==> src/rtl/clk_div_meter.sv <==
// clk_div_meter: measures high time and period of a divided clock in clk
// cycles and reports each result over a valid/ready handshake.
// Ports: clk, rst (sync, active-low), div_in, en, meas_ready in;
//        meas_valid, period, high_cycles, timeout, busy out.
// Optional macro CLK_DIV_METER_CHECK_EN adds exp_period in and mismatch out.
module clk_div_meter #(
  parameter int CNT_W   = 16,
  parameter int TIMEOUT = 65535,
  parameter int TOL     = 0
) (
  input  logic             clk,
  input  logic             rst,
  input  logic             div_in,
  input  logic             en,
  output logic             meas_valid,
  input  logic             meas_ready,
  output logic [CNT_W-1:0] period,
  output logic [CNT_W-1:0] high_cycles,
  output logic             timeout,
  output logic             busy
`ifdef CLK_DIV_METER_CHECK_EN
  ,
  input  logic [CNT_W-1:0] exp_period,
  output logic             mismatch
`endif
);

  if (TIMEOUT < 2 ||
      longint'(TIMEOUT) > ((longint'(1) << CNT_W) - 1) ||
      TOL < 0) begin : g_param_chk
    $error("clk_div_meter: TIMEOUT or TOL out of range");
  end

  localparam logic [CNT_W-1:0] LP_TO = CNT_W'(TIMEOUT);

  typedef enum logic [2:0] {
    S_IDLE,
    S_ARM,
    S_HIGH,
    S_LOW,
    S_REPORT
  } state_t;

  state_t           r_state;
  state_t           w_state_nx;
  logic             r_s1, r_s2, r_s3;
  logic [CNT_W-1:0] r_cnt;
  logic [CNT_W-1:0] w_cnt_nx;
  logic [CNT_W-1:0] r_high_tmp;
  logic [CNT_W-1:0] w_high_tmp_nx;
  logic [CNT_W-1:0] r_period;
  logic [CNT_W-1:0] r_high;
  logic             r_timeout;
  logic             r_valid;
  logic             r_busy;
  logic             w_rise;
  logic             w_fall;
  logic             w_to;
  logic [CNT_W-1:0] w_cnt_inc;
  logic             w_load;
  logic [CNT_W-1:0] w_ld_period;
  logic [CNT_W-1:0] w_ld_high;
  logic             w_ld_to;

  assign w_rise = r_s2 & ~r_s3;
  assign w_fall = ~r_s2 & r_s3;
  assign w_to   = (r_cnt == LP_TO);
  // Saturate at TIMEOUT so an edge that lands exactly on the limit
  // cannot push the counter past it and let it wrap.
  assign w_cnt_inc = w_to ? r_cnt : r_cnt + CNT_W'(1);

  always_comb begin
    w_state_nx    = r_state;
    w_cnt_nx      = r_cnt;
    w_high_tmp_nx = r_high_tmp;
    w_load        = 1'b0;
    w_ld_period   = '0;
    w_ld_high     = '0;
    w_ld_to       = 1'b0;
    unique case (r_state)
      S_IDLE: begin
        w_cnt_nx = '0;
        if (en) w_state_nx = S_ARM;
      end
      S_ARM: begin
        if (!en) begin
          w_state_nx = S_IDLE;
          w_cnt_nx   = '0;
        end else if (w_rise) begin
          w_state_nx = S_HIGH;
          w_cnt_nx   = CNT_W'(1);
        end else if (w_to) begin
          w_state_nx = S_REPORT;
          w_cnt_nx   = '0;
          w_load     = 1'b1;
          w_ld_to    = 1'b1;
        end else begin
          w_cnt_nx = w_cnt_inc;
        end
      end
      S_HIGH: begin
        if (!en) begin
          w_state_nx = S_IDLE;
          w_cnt_nx   = '0;
        end else if (w_fall) begin
          w_state_nx    = S_LOW;
          w_high_tmp_nx = r_cnt;
          w_cnt_nx      = w_cnt_inc;
        end else if (w_to) begin
          w_state_nx = S_REPORT;
          w_cnt_nx   = '0;
          w_load     = 1'b1;
          w_ld_to    = 1'b1;
        end else begin
          w_cnt_nx = w_cnt_inc;
        end
      end
      S_LOW: begin
        if (!en) begin
          w_state_nx = S_IDLE;
          w_cnt_nx   = '0;
        end else if (w_rise) begin
          w_state_nx  = S_REPORT;
          w_cnt_nx    = '0;
          w_load      = 1'b1;
          w_ld_period = r_cnt;
          w_ld_high   = r_high_tmp;
        end else if (w_to) begin
          w_state_nx = S_REPORT;
          w_cnt_nx   = '0;
          w_load     = 1'b1;
          w_ld_to    = 1'b1;
        end else begin
          w_cnt_nx = w_cnt_inc;
        end
      end
      S_REPORT: begin
        w_cnt_nx = '0;
        if (meas_ready) w_state_nx = en ? S_ARM : S_IDLE;
      end
      default: begin
        w_state_nx = S_IDLE;
        w_cnt_nx   = '0;
      end
    endcase
  end

`ifdef CLK_DIV_METER_CHECK_EN
  localparam logic [CNT_W:0] LP_TOL = (CNT_W+1)'(TOL);

  logic [CNT_W:0] w_diff;
  logic [CNT_W:0] w_abs;
  logic           w_mm;
  logic           r_mm;

  always_comb begin
    w_diff = {1'b0, w_ld_period} - {1'b0, exp_period};
    w_abs  = w_diff[CNT_W] ? (~w_diff + (CNT_W+1)'(1)) : w_diff;
    w_mm   = w_ld_to | (w_abs > LP_TOL);
  end

  always_ff @(posedge clk) begin
    if (!rst) begin
      r_mm <= 1'b0;
    end else if (w_load) begin
      r_mm <= w_mm;
    end
  end

  assign mismatch = r_mm;
`endif

  always_ff @(posedge clk) begin
    if (!rst) begin
      r_state    <= S_IDLE;
      r_s1       <= 1'b0;
      r_s2       <= 1'b0;
      r_s3       <= 1'b0;
      r_cnt      <= '0;
      r_high_tmp <= '0;
      r_period   <= '0;
      r_high     <= '0;
      r_timeout  <= 1'b0;
      r_valid    <= 1'b0;
      r_busy     <= 1'b0;
    end else begin
      r_state    <= w_state_nx;
      r_s1       <= div_in;
      r_s2       <= r_s1;
      r_s3       <= r_s2;
      r_cnt      <= w_cnt_nx;
      r_high_tmp <= w_high_tmp_nx;
      r_valid    <= (w_state_nx == S_REPORT);
      r_busy     <= (w_state_nx != S_IDLE);
      if (w_load) begin
        r_period  <= w_ld_period;
        r_high    <= w_ld_high;
        r_timeout <= w_ld_to;
      end
    end
  end

  assign meas_valid  = r_valid;
  assign period      = r_period;
  assign high_cycles = r_high;
  assign timeout     = r_timeout;
  assign busy        = r_busy;

endmodule
==> config.mk <==
export PLATFORM = sky130hd
export DESIGN_NAME = clk_div_meter
export DESIGN_NICKNAME = d
export VERILOG_FILES = /design/src/rtl/clk_div_meter.sv
export SDC_FILE = /design/constraint.sdc
export NUM_CORES = 1
export LEC_CHECK = 0
export ABC_CLOCK_PERIOD_IN_PS = 2350
export BUFFER_PORTS_ARGS = -buffer_cell sky130_fd_sc_hd__buf_2
export CELL_PAD_IN_SITES_DETAIL_PLACEMENT = 1
export CELL_PAD_IN_SITES_GLOBAL_PLACEMENT = 1
export CORE_MARGIN = 10
export CORE_UTILIZATION = 24
export DETAILED_ROUTE_END_ITERATION = 12
export PLACE_DENSITY_LB_ADDON = 0.1
export SYNTH_ARGS = -nofsm -noshare
export SYNTH_HDL_FRONTEND = slang
export SYNTH_SLANG_ARGS = --single-unit
==> constraint.sdc <==
create_clock -name clk -period 2.35 [get_ports clk]
set_clock_uncertainty 0.1 [all_clocks]
set_input_delay 0.1175 -clock clk [delete_from_list [all_inputs] [get_ports clk]]
set_output_delay 0.1175 -clock clk [all_outputs]
set_load 0.05 [all_outputs]
Yosys cells after proc, flatten, opt, wreduce, memory -nomap -nowiden:

Cells that the tools add are included.

* add/sub/neg operators: 1
* reduce and logical (&&, ||, !) cells: 4
* bitwise logic cells: 4
* eq/ne operators: 6
* multiplexer cells: 35

Operator list (number)
* $mux 16: 14
* $pmux 16 s3: 1
* $mux 3: 9
* $add 16x1->16 const B: 1
* $eq 16x16->1 const B: 1
* $pmux 3 s5: 1
* $mux 1: 8
* $eq 3x2->1 const B: 2
* $eq 3x3->1 const B: 2
* $eq 3x1->1 const B: 1
* $logic_not 3->1: 1
* $pmux 1 s3: 1
* $reduce_and 3->1: 1
* $reduce_bool 3->1: 1
* $and 1x1->1: 2
* $not 1->1: 2
* $pmux 1 s2: 1
* $reduce_or 2->1: 1

* output and inout bits: 35
* word-level logic and storage cells: 61
* register bits: 73
* input port bits: 5

Depth between registers and ports, before layout:

* word-level depth: 6
* mapped depth: 9
* mapped depth without buffers: 8

Worst setup path before layout:

No wires, ideal clock.

* kind: flip-flop to flip-flop
* from: register r_cnt[1]
* to: register r_cnt[0]
* path slack: 255 ps
* cell stages (with the launch flop): 10
* arrival time: 1872 ps
* clock period less this slack: 2095 ps
* setup time: 123 ps
* data required time: 2127 ps
* buffers on the path: 1
* path through: dfxtp_1 -> ha_1 -> nand3_1 -> or4_4 -> buf_6 -> ha_1 -> a21boi_0 -> a2111oi_0 -> a21oi_1 -> nor3_1

* word-level cells in the longest chain between the ends: 6
* elaborated cells between the ends (all ways): 10
* those cells by class: eq/ne (1); mux (9)

Ends and longest elaborated chain
* start, declared: line 47 `logic [CNT_W-1:0] r_cnt;`
* start signal, assigned: line 191 `r_cnt <= w_cnt_nx;`
* $eq 16x16->1 *: line 67 `assign w_to = (r_cnt == LP_TO);`
* $mux 16: line 70 `assign w_cnt_inc = w_to ? r_cnt : r_cnt + CNT_W'(1);`
* $mux 16: line 92, 109, 128
* $mux 16, on equally long branches: line 122, 105, 89
* $mux 16, on equally long branches: line 119, 102, 86
* $pmux 16 s3 *: line 80 `unique case (r_state)`

Mark *: on every way between the ends. The rest lies on a longest branch, timed or not.
A chain may end at the register's enable or synchronous reset.

Worst setup path in the final report:

* from: register r_cnt[4]
* to: register r_cnt[0]

Same word-level chain as after synthesis.

==> results.md <==
* Crit path kind: reg2reg
* Reg clk slew, reported paths at 0.06 ns
* Largest net degree at the start of global routing at 34
* Final Net Count at 339
* Count leader, synth: dfxtp_1
* Yosys top cell area share at 52.0%
* Post-synthesis async set-or-reset flop share at 0%
* CTS Root Cell: clkbuf_16
* Mean Syn Cell Area at 10.1 µm²
* Delay-heaviest family, CP: simple AND/OR/NAND/NOR gates
* WP data required at 2.47 ns
* CTS tree: yes
* Final Cycle Share at 92.3%
* Num CTS Buffers at 9
* Core Area at 11400 µm²
* Clk buf depth at 2
* Antenna Cells at 0
* GRT overflow at 0
* Post-synth EDFFs at 0
* H-tree depth at 3
* R2R Path End: r_cnt[0]
* Vias in the first global route at 2281
* Worst-margin pin slew at 0.599 ns
* R2r startpoint: r_cnt[4]
* Buf/Inv on CP at 0
* FF+latch count, synth at 73
* Hpwl dp at 5370 µm
* Row count at 39
* Final min period at 2.17 ns
* Via-to-Cell Ratio at 4.60
* IR drop worst, VDD at 0.322 mV
* Initial DRC count at 111
* Total vias in the final route at 2202
* Yosys warning count at 0
* Worst setup SP type: register
* Endpoint class of the critical path: register
* Reg2Reg Depth at 7
* WHS Endpoint: r_cnt[0]
* F_max at 461 MHz
* Post-synth net total at 286
* Unrepaired setup endpoints after global routing: false
* Initial antenna violation count at 0
* Seq/Total Area, Yosys at 52.0%
* Status: completed
* Lkg Pwr at 1.50 nW
* Post-CTS Setup Bufs at 0
* Total Die Area at 16400 µm²
* CP peak stage delay at 0.65 ns
* Die Y-Extent at 128 µm
* Flop2flop setup slack at 0.18 ns
* Final slew viol count at 0
* Hold Path Class: in2reg
* Setup violators final at 0
* Post-DP Area at 3280 µm²
* Antenna-violating nets left at 0
* Drt pass-1 iters at 4
* Hold wc startpoint: en
* Crit path DAT at 2.29 ns
* Layout Area Growth over Synthesis at 28.7%
* CP Cell Sequence: nand4_4 -> or4_4 -> ha_1 -> a21boi_0 -> a2111oi_0 -> a21oi_1 -> nor3_1
* Crit-path max FO at 11
* TNS Setup at 0 ns
* Width of the die at 128 µm
* First-pass GRT wire length at 13200 µm
* Syn Inst Count at 279
* Top Ports at 40
* DRC Markers at 0
* Max Cap Violations at 0
* Post-route cell area at 3610 µm²
* Synth top area cells: dfxtp_1 (52%), a22o_1 (10%), mux2i_1 (7.5%)
* Worst Hold Depth at 4
* Slew margin rel. at 59.7%
* Synthesized area at 2810 µm²
* Pwr Density at 754 nW/µm²
* Critical-path top delay cell: or4_4
* Dominant cell type by area after synthesis: dfxtp_1
* Main flop type after synthesis: dfxtp_1
* WL/cell at 16.6 µm
* Fraction of layout cells with a size suffix above 1 at 25.0%
* Port bufs at 39
* Top cells by count, synth: dfxtp_1 (73), nor2_1 (41), a22o_1 (32)
* Number of clock sinks at 73
* GRT Util Overall at 10.4%
* Initial Util at 24.6%
* Final Hold Fails at 0
* Netlist cell types at 45
* Worst-Skew Late Latency at 0.33 ns
* RePlAce Congestion at 0.729
* Final WL at 7940 µm
[cells in the final DEF, fill, tap and decap left out, types with 2 or more instances in the layout]
cell,synthesis,layout
dfxtp_1,73,72
nor2_1,41,40
buf_2,5,39
a22o_1,32,32
mux2i_1,21,21
buf_4,0,19
nand2_1,11,11
clkbuf_16,0,9
nor3_1,7,7
xnor2_1,7,7
nand3_1,6,6
nand4_1,5,5
nand2b_1,5,5
inv_1,4,4
and2_1,4,4
a21oi_1,4,3
nor4b_1,3,3
dlygate4sd3_1,0,3
nand3b_1,2,2
o21ai_0,2,2
and3_1,2,2
nor4_1,2,2
a211oi_1,2,2
xor2_1,2,2
o211a_1,2,2
clkbuf_8,0,2
clkinv_4,0,2
buf_12,0,2
[per-layer routing]
metal	GRT usage [%]	vias up	wire length, µm
met5	0	-	0
met4	3.77	0	120
met3	3.31	10	267
met2	14.0	34	3250
met1	14.9	1053	4300
li1	-	1105	-
[sequential cells by signal (all words and copies together) (netlist names)]
name,count
r_state,3
r_s3,1
period,16
timeout,1
r_cnt,16
r_s2,1
r_high_tmp,16
high_cycles,16
busy,1
r_s1,1
meas_valid,1
[how the worst max path moves through the flow]
stage | from | to | slack (ns) | cells after the start
global route | r_cnt[4] | r_cnt[0] | 0.001 | 7
detailed placement | r_cnt[5] | r_cnt[0] | 0.16 | 7
finish | r_cnt[4] | r_cnt[0] | 0.18 | 7
floorplan | r_cnt[1] | r_cnt[0] | 0.25 | 9
CTS | r_cnt[5] | r_cnt[0] | 0.15 | 7
global placement | r_cnt[4] | r_cnt[0] | 0.26 | 7
[per-stage QoR]
| step | setup slack, ns | utilization (%) | power, mW | hold slack (ns) | std cells |
|---|---|---|---|---|---|
| 2_1_floorplan | 0.255 | - | 1.31 | 0.139 | 279 |
| 3_3_place_gp | 0.260 | 28.7 | 1.34 | 0.227 | 461 |
| 3_5_place_dp | 0.161 | 28.7 | 1.34 | 0.236 | 461 |
| 4_1_cts | 0.149 | 31.6 | 2.76 | 0.163 | 479 |
| 5_1_grt | 0.00121 | 31.7 | 2.85 | 0.211 | 479 |
| 6_report | 0.181 | 31.7 | 2.72 | 0.166 | 479 |
[power by group]
part / internal, mW / switching (mW)
Sequential: 1.24 / 0.00581
Clock: 0.876 / 0.530
Combinational: 0.0263 / 0.0436
Total: 2.15 / 0.580
[worst reg2reg max path, delay by kind of cell, from the launching register on]
kind / cells / cell delay (ns)
flip-flops: 1 / 0.47
AND/OR/NAND/NOR: 3 / 0.83
adder cells (fa/ha/maj): 1 / 0.24
AO/OA/AOI/OAI: 3 / 0.41
[timing repair]
item                       CTS  global route
resized for setup            0             2
hold buffers                 3             0
setup endpoints to repair    0             1
hold endpoints to repair     3             0
[final cells by class]
class                   count  area, µm²
flip-flops and latches     73       1460
clock inverters             4       52.6
well taps                 143        179
clock buffers              11        253
repair buffers             63        408
inverters                   5       18.8
multi-input cells         180       1240
fillers                  1316       7800
[kinds of logic (layout without fill, tap and decap cells)]
kind of cell    after synthesis  count (layout)  synth area share (%)
fa+ha+maj                     2               2                 0.891
buf+inv                      26              83                  4.10
flops                        73              73                  52.0
xor+xnor                      9               9                  2.81
mux                          21              21                  7.48
simple gates                 97              97                  17.9
compound gates               51              51                  14.8
Note: power is estimated with default switching activity, not from simulation.
